--- src/rtl/alu_pkg.sv ---
// Shared definitions for the sequential ALU: function codes, FSM states
// and bit positions inside the {N,Z,C,V} flag vector.
package alu_pkg;

   typedef enum logic [2:0] {
      RPASSA = 3'd0,
      RPASSB = 3'd1,
      RADD   = 3'd2,
      RSUB   = 3'd3,
      RMUL   = 3'd4,
      RAND   = 3'd5,
      ROR    = 3'd6,
      RXOR   = 3'd7
   } alu_func_e;

   typedef enum logic {
      S_IDLE = 1'b0,
      S_MUL  = 1'b1
   } alu_state_e;

   localparam int FN = 3;
   localparam int FZ = 2;
   localparam int FC = 1;
   localparam int FV = 0;

endpackage

--- src/rtl/shift_add_mul.sv ---
// Iterative unsigned n x n multiplier, one multiplier bit per clock.
// done/prod are combinational: they flag the edge on which the product completes.
module shift_add_mul #(
   parameter int n = 8
) (
   input  logic           clk,
   input  logic           reset,
   input  logic           start,
   input  logic [n-1:0]   a,
   input  logic [n-1:0]   b,
   output logic           busy,
   output logic           done,
   output logic [2*n-1:0] prod
);

   localparam int CW = $clog2(n + 1);
   localparam logic [CW-1:0] LAST = CW'(n - 1);

   logic [2*n-1:0] acc_q, acc_d;
   logic [2*n-1:0] mcand_q, mcand_d;
   logic [n-1:0]   mplier_q, mplier_d;
   logic [CW-1:0]  cnt_q, cnt_d;
   logic           busy_q, busy_d;

   always_ff @(posedge clk) begin
      if (reset) begin
         acc_q    <= '0;
         mcand_q  <= '0;
         mplier_q <= '0;
         cnt_q    <= '0;
         busy_q   <= 1'b0;
      end else begin
         acc_q    <= acc_d;
         mcand_q  <= mcand_d;
         mplier_q <= mplier_d;
         cnt_q    <= cnt_d;
         busy_q   <= busy_d;
      end
   end

   always_comb begin
      acc_d    = acc_q;
      mcand_d  = mcand_q;
      mplier_d = mplier_q;
      cnt_d    = cnt_q;
      busy_d   = busy_q;
      if (start) begin
         acc_d    = '0;
         mcand_d  = {{n{1'b0}}, a};
         mplier_d = b;
         cnt_d    = '0;
         busy_d   = 1'b1;
      end else if (busy_q) begin
         if (mplier_q[0]) acc_d = acc_q + mcand_q;
         mcand_d  = mcand_q << 1;
         mplier_d = mplier_q >> 1;
         cnt_d    = cnt_q + CW'(1);
         if (cnt_q == LAST) busy_d = 1'b0;
      end
   end

   assign busy = busy_q;
   assign done = busy_q && (cnt_q == LAST);
   // Next accumulator value, so the caller can register the product on the final edge.
   assign prod = acc_d;

endmodule

--- src/rtl/seq_alu.sv ---
// Sequential ALU: single-cycle arithmetic/logic ops plus an n-cycle
// shift-add multiply, with registered results and {N,Z,C,V} flags.
module seq_alu
   import alu_pkg::*;
#(
   parameter int n = 8
) (
   input  logic         clk,
   input  logic         reset,
   input  logic [n-1:0] in1,
   input  logic [n-1:0] in2,
   input  logic [2:0]   alu_func,
   input  logic         in_valid,
   output logic         in_ready,
   output logic [n-1:0] out,
   output logic [n-1:0] out_hi,
   output logic [3:0]   flags,
   output logic         out_valid
);

   // Handshake: an op is taken on a rising edge where in_valid && in_ready;
   // in_ready is high only in IDLE and requests seen while low are dropped.

   alu_state_e     state_q, state_d;
   logic [n-1:0]   out_q, out_d;
   logic [n-1:0]   out_hi_q, out_hi_d;
   logic [3:0]     flags_q, flags_d;
   logic           out_valid_q, out_valid_d;

   alu_func_e      func;
   logic           accept;
   logic           mul_start, mul_busy, mul_done;
   logic [2*n-1:0] mul_prod;

   logic [n:0]     sum_w, diff_w;
   logic [n-1:0]   res;
   logic           res_c, res_v;

   assign func      = alu_func_e'(alu_func);
   assign in_ready  = (state_q == S_IDLE);
   assign accept    = in_valid && in_ready;
   assign mul_start = accept && (func == RMUL);

   shift_add_mul #(.n(n)) u_mul (
      .clk   (clk),
      .reset (reset),
      .start (mul_start),
      .a     (in1),
      .b     (in2),
      .busy  (mul_busy),
      .done  (mul_done),
      .prod  (mul_prod)
   );

   always_ff @(posedge clk) begin
      if (reset) begin
         state_q     <= S_IDLE;
         out_q       <= '0;
         out_hi_q    <= '0;
         flags_q     <= '0;
         out_valid_q <= 1'b0;
      end else begin
         state_q     <= state_d;
         out_q       <= out_d;
         out_hi_q    <= out_hi_d;
         flags_q     <= flags_d;
         out_valid_q <= out_valid_d;
      end
   end

   assign sum_w  = {1'b0, in1} + {1'b0, in2};
   assign diff_w = {1'b0, in1} - {1'b0, in2};

   // Single-cycle datapath; C/V stay zero for logic, pass and unknown codes.
   always_comb begin
      res   = '0;
      res_c = 1'b0;
      res_v = 1'b0;
      case (func)
         RPASSA: res = in1;
         RPASSB: res = in2;
         RADD: begin
            res   = sum_w[n-1:0];
            res_c = sum_w[n];
            res_v = (in1[n-1] == in2[n-1]) && (sum_w[n-1] != in1[n-1]);
         end
         RSUB: begin
            res   = diff_w[n-1:0];
            res_c = ~diff_w[n];
            res_v = (in1[n-1] != in2[n-1]) && (diff_w[n-1] != in1[n-1]);
         end
         RAND:    res = in1 & in2;
         ROR:     res = in1 | in2;
         RXOR:    res = in1 ^ in2;
         default: res = '0;
      endcase
   end

   always_comb begin
      state_d     = state_q;
      out_d       = out_q;
      out_hi_d    = out_hi_q;
      flags_d     = flags_q;
      out_valid_d = 1'b0;
      case (state_q)
         S_IDLE: begin
            if (accept) begin
               if (func == RMUL) begin
                  state_d = S_MUL;
               end else begin
                  out_d       = res;
                  out_hi_d    = '0;
                  flags_d[FN] = res[n-1];
                  flags_d[FZ] = (res == '0);
                  flags_d[FC] = res_c;
                  flags_d[FV] = res_v;
                  out_valid_d = 1'b1;
               end
            end
         end
         S_MUL: begin
            if (mul_done) begin
               out_d       = mul_prod[n-1:0];
               out_hi_d    = mul_prod[2*n-1:n];
               flags_d[FN] = mul_prod[n-1];
               flags_d[FZ] = (mul_prod[n-1:0] == '0);
               flags_d[FC] = (mul_prod[2*n-1:n] != '0);
               flags_d[FV] = 1'b0;
               out_valid_d = 1'b1;
               state_d     = S_IDLE;
            end else if (!mul_busy) begin
               // Multiplier idle without finishing: recover rather than hang.
               state_d = S_IDLE;
            end
         end
         default: state_d = S_IDLE;
      endcase
   end

   assign out       = out_q;
   assign out_hi    = out_hi_q;
   assign flags     = flags_q;
   assign out_valid = out_valid_q;

endmodule

--- config.mk ---
export PLATFORM = sky130hd
export DESIGN_NAME = seq_alu
export DESIGN_NICKNAME = d
export VERILOG_FILES = /design/src/rtl/alu_pkg.sv /design/src/rtl/shift_add_mul.sv /design/src/rtl/seq_alu.sv
export SDC_FILE = /design/constraint.sdc
export NUM_CORES = 1
export LEC_CHECK = 0
export CAP_MARGIN = 10
export CORE_ASPECT_RATIO = 1.1
export CORE_MARGIN = 2
export CORE_UTILIZATION = 45
export DETAILED_ROUTE_END_ITERATION = 6
export MAX_ROUTING_LAYER = met4
export PLACE_DENSITY_LB_ADDON = 0.1
export SYNTH_ARGS = -nofsm -noshare
export SYNTH_HDL_FRONTEND = slang
export SYNTH_SLANG_ARGS = --single-unit
--- constraint.sdc ---
create_clock -name clk -period 6 [get_ports clk]
set_input_delay 1.2 -clock clk [delete_from_list [all_inputs] [get_ports clk]]
set_output_delay 1.2 -clock clk [all_outputs]
set_load 0.1 [all_outputs]
==> impl_metrics.py <==
metrics = {
    "run_status": {
        "status": "complete, no violations",
    },
    "sta": {
        "rsz0062_at_grt": "no",
        "hold_viol": 0,
        "fmax_mhz": 259.2,
        "finalSetupTns_ns": 0,
        "period_share": 0.6429,
        "min_period_ns": 3.857,
        "slew_violations": 0,
        "finClkSkew_ns": 0.006132,
        "worst_pin_slew_ns": 0.9886,
        "slew_headroom": 0.3388,
        "finalSetupViolCount": 0,
    },
    "critical_path": {
        "critPathKind": "input pin to flop",
        "cp.depth": 11,
        "setup.worst_path.end_class": "flop",
        "rr_worst_depth": 11,
        "cp_cell_sequence": "clkdlybuf4s50_1, inv_1, ha_1, o21ba_1, o21bai_1, a221o_1, a2111oi_0, nor3_1, o31a_1, a21oi_1, a41oi_1",
        "rrSetupSlack_ns": 3.06,
        "worstPathBufferInverterCount": 2,
        "worstPathRequired_ns": 6.19,
        "cp_max_fo": 8,
        "slowest_delay_ns": 0.61,
        "critPathLaunchType": "input pin",
        "path_delay_family": "compound AO/OA/AOI/OAI gates",
        "timing.critical_path.arrival_ns": 4.05,
        "cp_slowest_cell": "clkdlybuf4s50_1",
    },
    "grt": {
        "use_met2": 0.3939,
        "grt_pass1_wl_um": 20900,
        "grt.busiest_layer": "met2",
        "grtUsageTotal": 0.2379,
        "grt_remaining_overflow": 0,
        "use_met1": 0.2842,
        "grt_pass1_vias": 4232,
        "use_met3": 0.03362,
        "grt_start_max_net_pins": 41,
        "antenna_found_initial": 0,
    },
    "run": {
        "maxCapViolations": 0,
    },
    "yosys": {
        "synth_edf_count": 0,
        "synth-seq-area-share": 0.2767,
        "syn-num-nets": 650,
        "yosys_warnings": 0,
        "synth_ff_type": "dfxtp_1",
        "syn_area_per_cell_um2": 8.164,
        "netlist_area_um2": 4776,
        "async_flop_share": 0,
        "synthDistinctLibCells": 73,
        "netlist_instances": 585,
        "ys_ff_latch": 66,
    },
    "placed_design": {
        "place_inst": 744,
        "port_buffers": 43,
        "gp_congestion": 0.9407,
        "dpl.hpwl_um": 9648,
    },
    "routing": {
        "dr.pass1.iters": 5,
        "drtIter0Drc": 203,
        "drt_wl_total_um": 12520,
        "viasPerCell": 5.708,
        "post_drt_wl_per_cell_um": 16.51,
        "drtAntennaViolNets": 0,
        "drc": 0,
        "vias": 4327,
    },
    "clock_network": {
        "cts_root_buffer": "clkbuf_16",
        "postCtsHoldBufs": 0,
        "clock_latency_ns": 0.33,
        "cts.sinks": 66,
        "clkTransAtPathRegs_ns": 0.05,
        "cts_buffers": 9,
        "cts_tree": "done",
        "htree_levels": 3,
        "postCtsSetupBuffers": 0,
        "cts_resized": 0,
        "clockBufferDepth": 2,
    },
    "finish": {
        "area_delta_synth_final_pct": 16.22,
        "drive_gt1_frac": 0.05854,
        "finish.net_count": 677,
        "fin_cells": 758,
        "antennaDiodeCount": 0,
    },
    "floorplan": {
        "die_width_um": 102.2,
        "die-area_um2": 11450,
        "rows": 39,
        "initial_core_util": 0.4617,
        "die_h_um": 112.0,
        "core_area_um2": 10340,
        "ios": 44,
    },
    "min_path": {
        "hp-class": "flop to flop",
        "min_path_cells": 2,
    },
    "power_and_ir_drop": {
        "ir_drop_v": 0.0001168,
        "powerDensity_nw_per_um2": 211.2,
        "leakage_nw": 2.198,
    },
}
worst min-delay path: cells and delay by family, from the launching register on:
| kind | cells | cell delay (ns) |
|---|---|---|
| AO/OA/AOI/OAI | 1 | 0.05 |
| flip-flops | 1 | 0.30 |
| AND/OR/NAND/NOR | 1 | 0.05 |
layout by cell type, fill, tap and decap left out, types with 12 or more instances in the layout:
master           synthesis  layout
dfxtp_1                 66      66
clkdlybuf4s50_1          0      43
nor2_1                  73      73
mux2i_1                 39      39
inv_1                   32      32
nor3_1                  12      12
nand2_1                 52      52
a211oi_1                22      22
a21oi_1                 30      30
ha_1                    40      40
o21ai_0                 28      28
xnor2_1                 13      13
where the power goes:
group          internal [mW]  switching, mW
combinational         0.0838          0.148
clock                  0.307          0.177
sequential             0.449        0.00710
total                  0.840          0.332
worst paths after layout:
check	startpoint	end
max	in1[2]	flags[1]
min reg2reg	out_hi[5]	out_hi[5]
min	out_hi[5]	out_hi[5]
max reg2reg	u_mul.mcand_q[0]	flags[1]
per-layer routing:
metal | vias up | routed length [µm]
met3 | 31 | 466
met4 | 0 | 463
li1 | 2149 | -
met2 | 120 | 6309
met5 | - | 0
met1 | 2027 | 5277
Yosys cell counts (4+ instances only):
cell | instances | area, µm²
xor2_1 | 5 | 43.79
nor2_1 | 73 | 274.0
dfxtp_1 | 66 | 1321
buf_1 | 4 | 15.01
xnor2_1 | 13 | 113.9
ha_1 | 40 | 500.5
o221ai_1 | 5 | 43.79
a22oi_1 | 4 | 30.03
buf_2 | 10 | 50.05
nand3_1 | 6 | 30.03
and3_1 | 9 | 56.30
o31ai_1 | 4 | 30.03
a211oi_1 | 22 | 165.2
a21oi_1 | 30 | 150.1
o21bai_1 | 4 | 30.03
inv_1 | 32 | 120.1
o21a_1 | 5 | 37.54
o21ai_0 | 28 | 140.1
a21o_1 | 7 | 52.55
nor3_1 | 12 | 60.06
nor2b_1 | 6 | 37.54
nand2b_1 | 4 | 25.02
mux2i_1 | 39 | 390.4
nand2_1 | 52 | 195.2
or3_1 | 4 | 25.02
nand3b_1 | 4 | 30.03
o21ai_1 | 9 | 45.04
clkbuf_1 | 15 | 56.30
nand4_1 | 4 | 25.02
kinds of logic after synthesis:
group / synth area share
compound gates: 0.2303
xor+xnor: 0.03301
fa+ha+maj: 0.1174
buf+inv: 0.05921
flops: 0.2767
mux: 0.09431
simple gates: 0.1892
state kept, by name, summed over array words and instances, names as in the netlist:
register        cells
u_mul.mplier_q      8
u_mul.cnt_q         4
u_mul.busy          1
u_mul.mcand_q      16
flags               3
out_valid           1
u_mul.acc_q        16
out_hi              8
state_q             1
out                 8
layout make-up:
type	instances	area [µm²]
clock buffer	12	266.5
sequential	66	1321
multi-input combinational	453	3172
timing repair buffer	49	475.5
fill	1024	4795
inverter	33	123.9
clock inverter	2	12.51
tap	143	178.9
stage by stage:
step	hold slack, ns	total power [mW]	area [µm²]	setup WS, ns	util
finish	0.4462	1.172	5550	2.143	0.5365
global route	0.4758	1.220	5550	1.940	0.5365
CTS	0.4537	1.184	5550	2.186	0.5365
detailed placement	0.4465	0.6954	5271	1.835	0.5096
global placement	0.4361	0.6934	5271	1.907	0.5096
floorplan	0.4604	0.6337	4776	2.717	-
No activity file was read; power rests on OpenSTA's default activity.
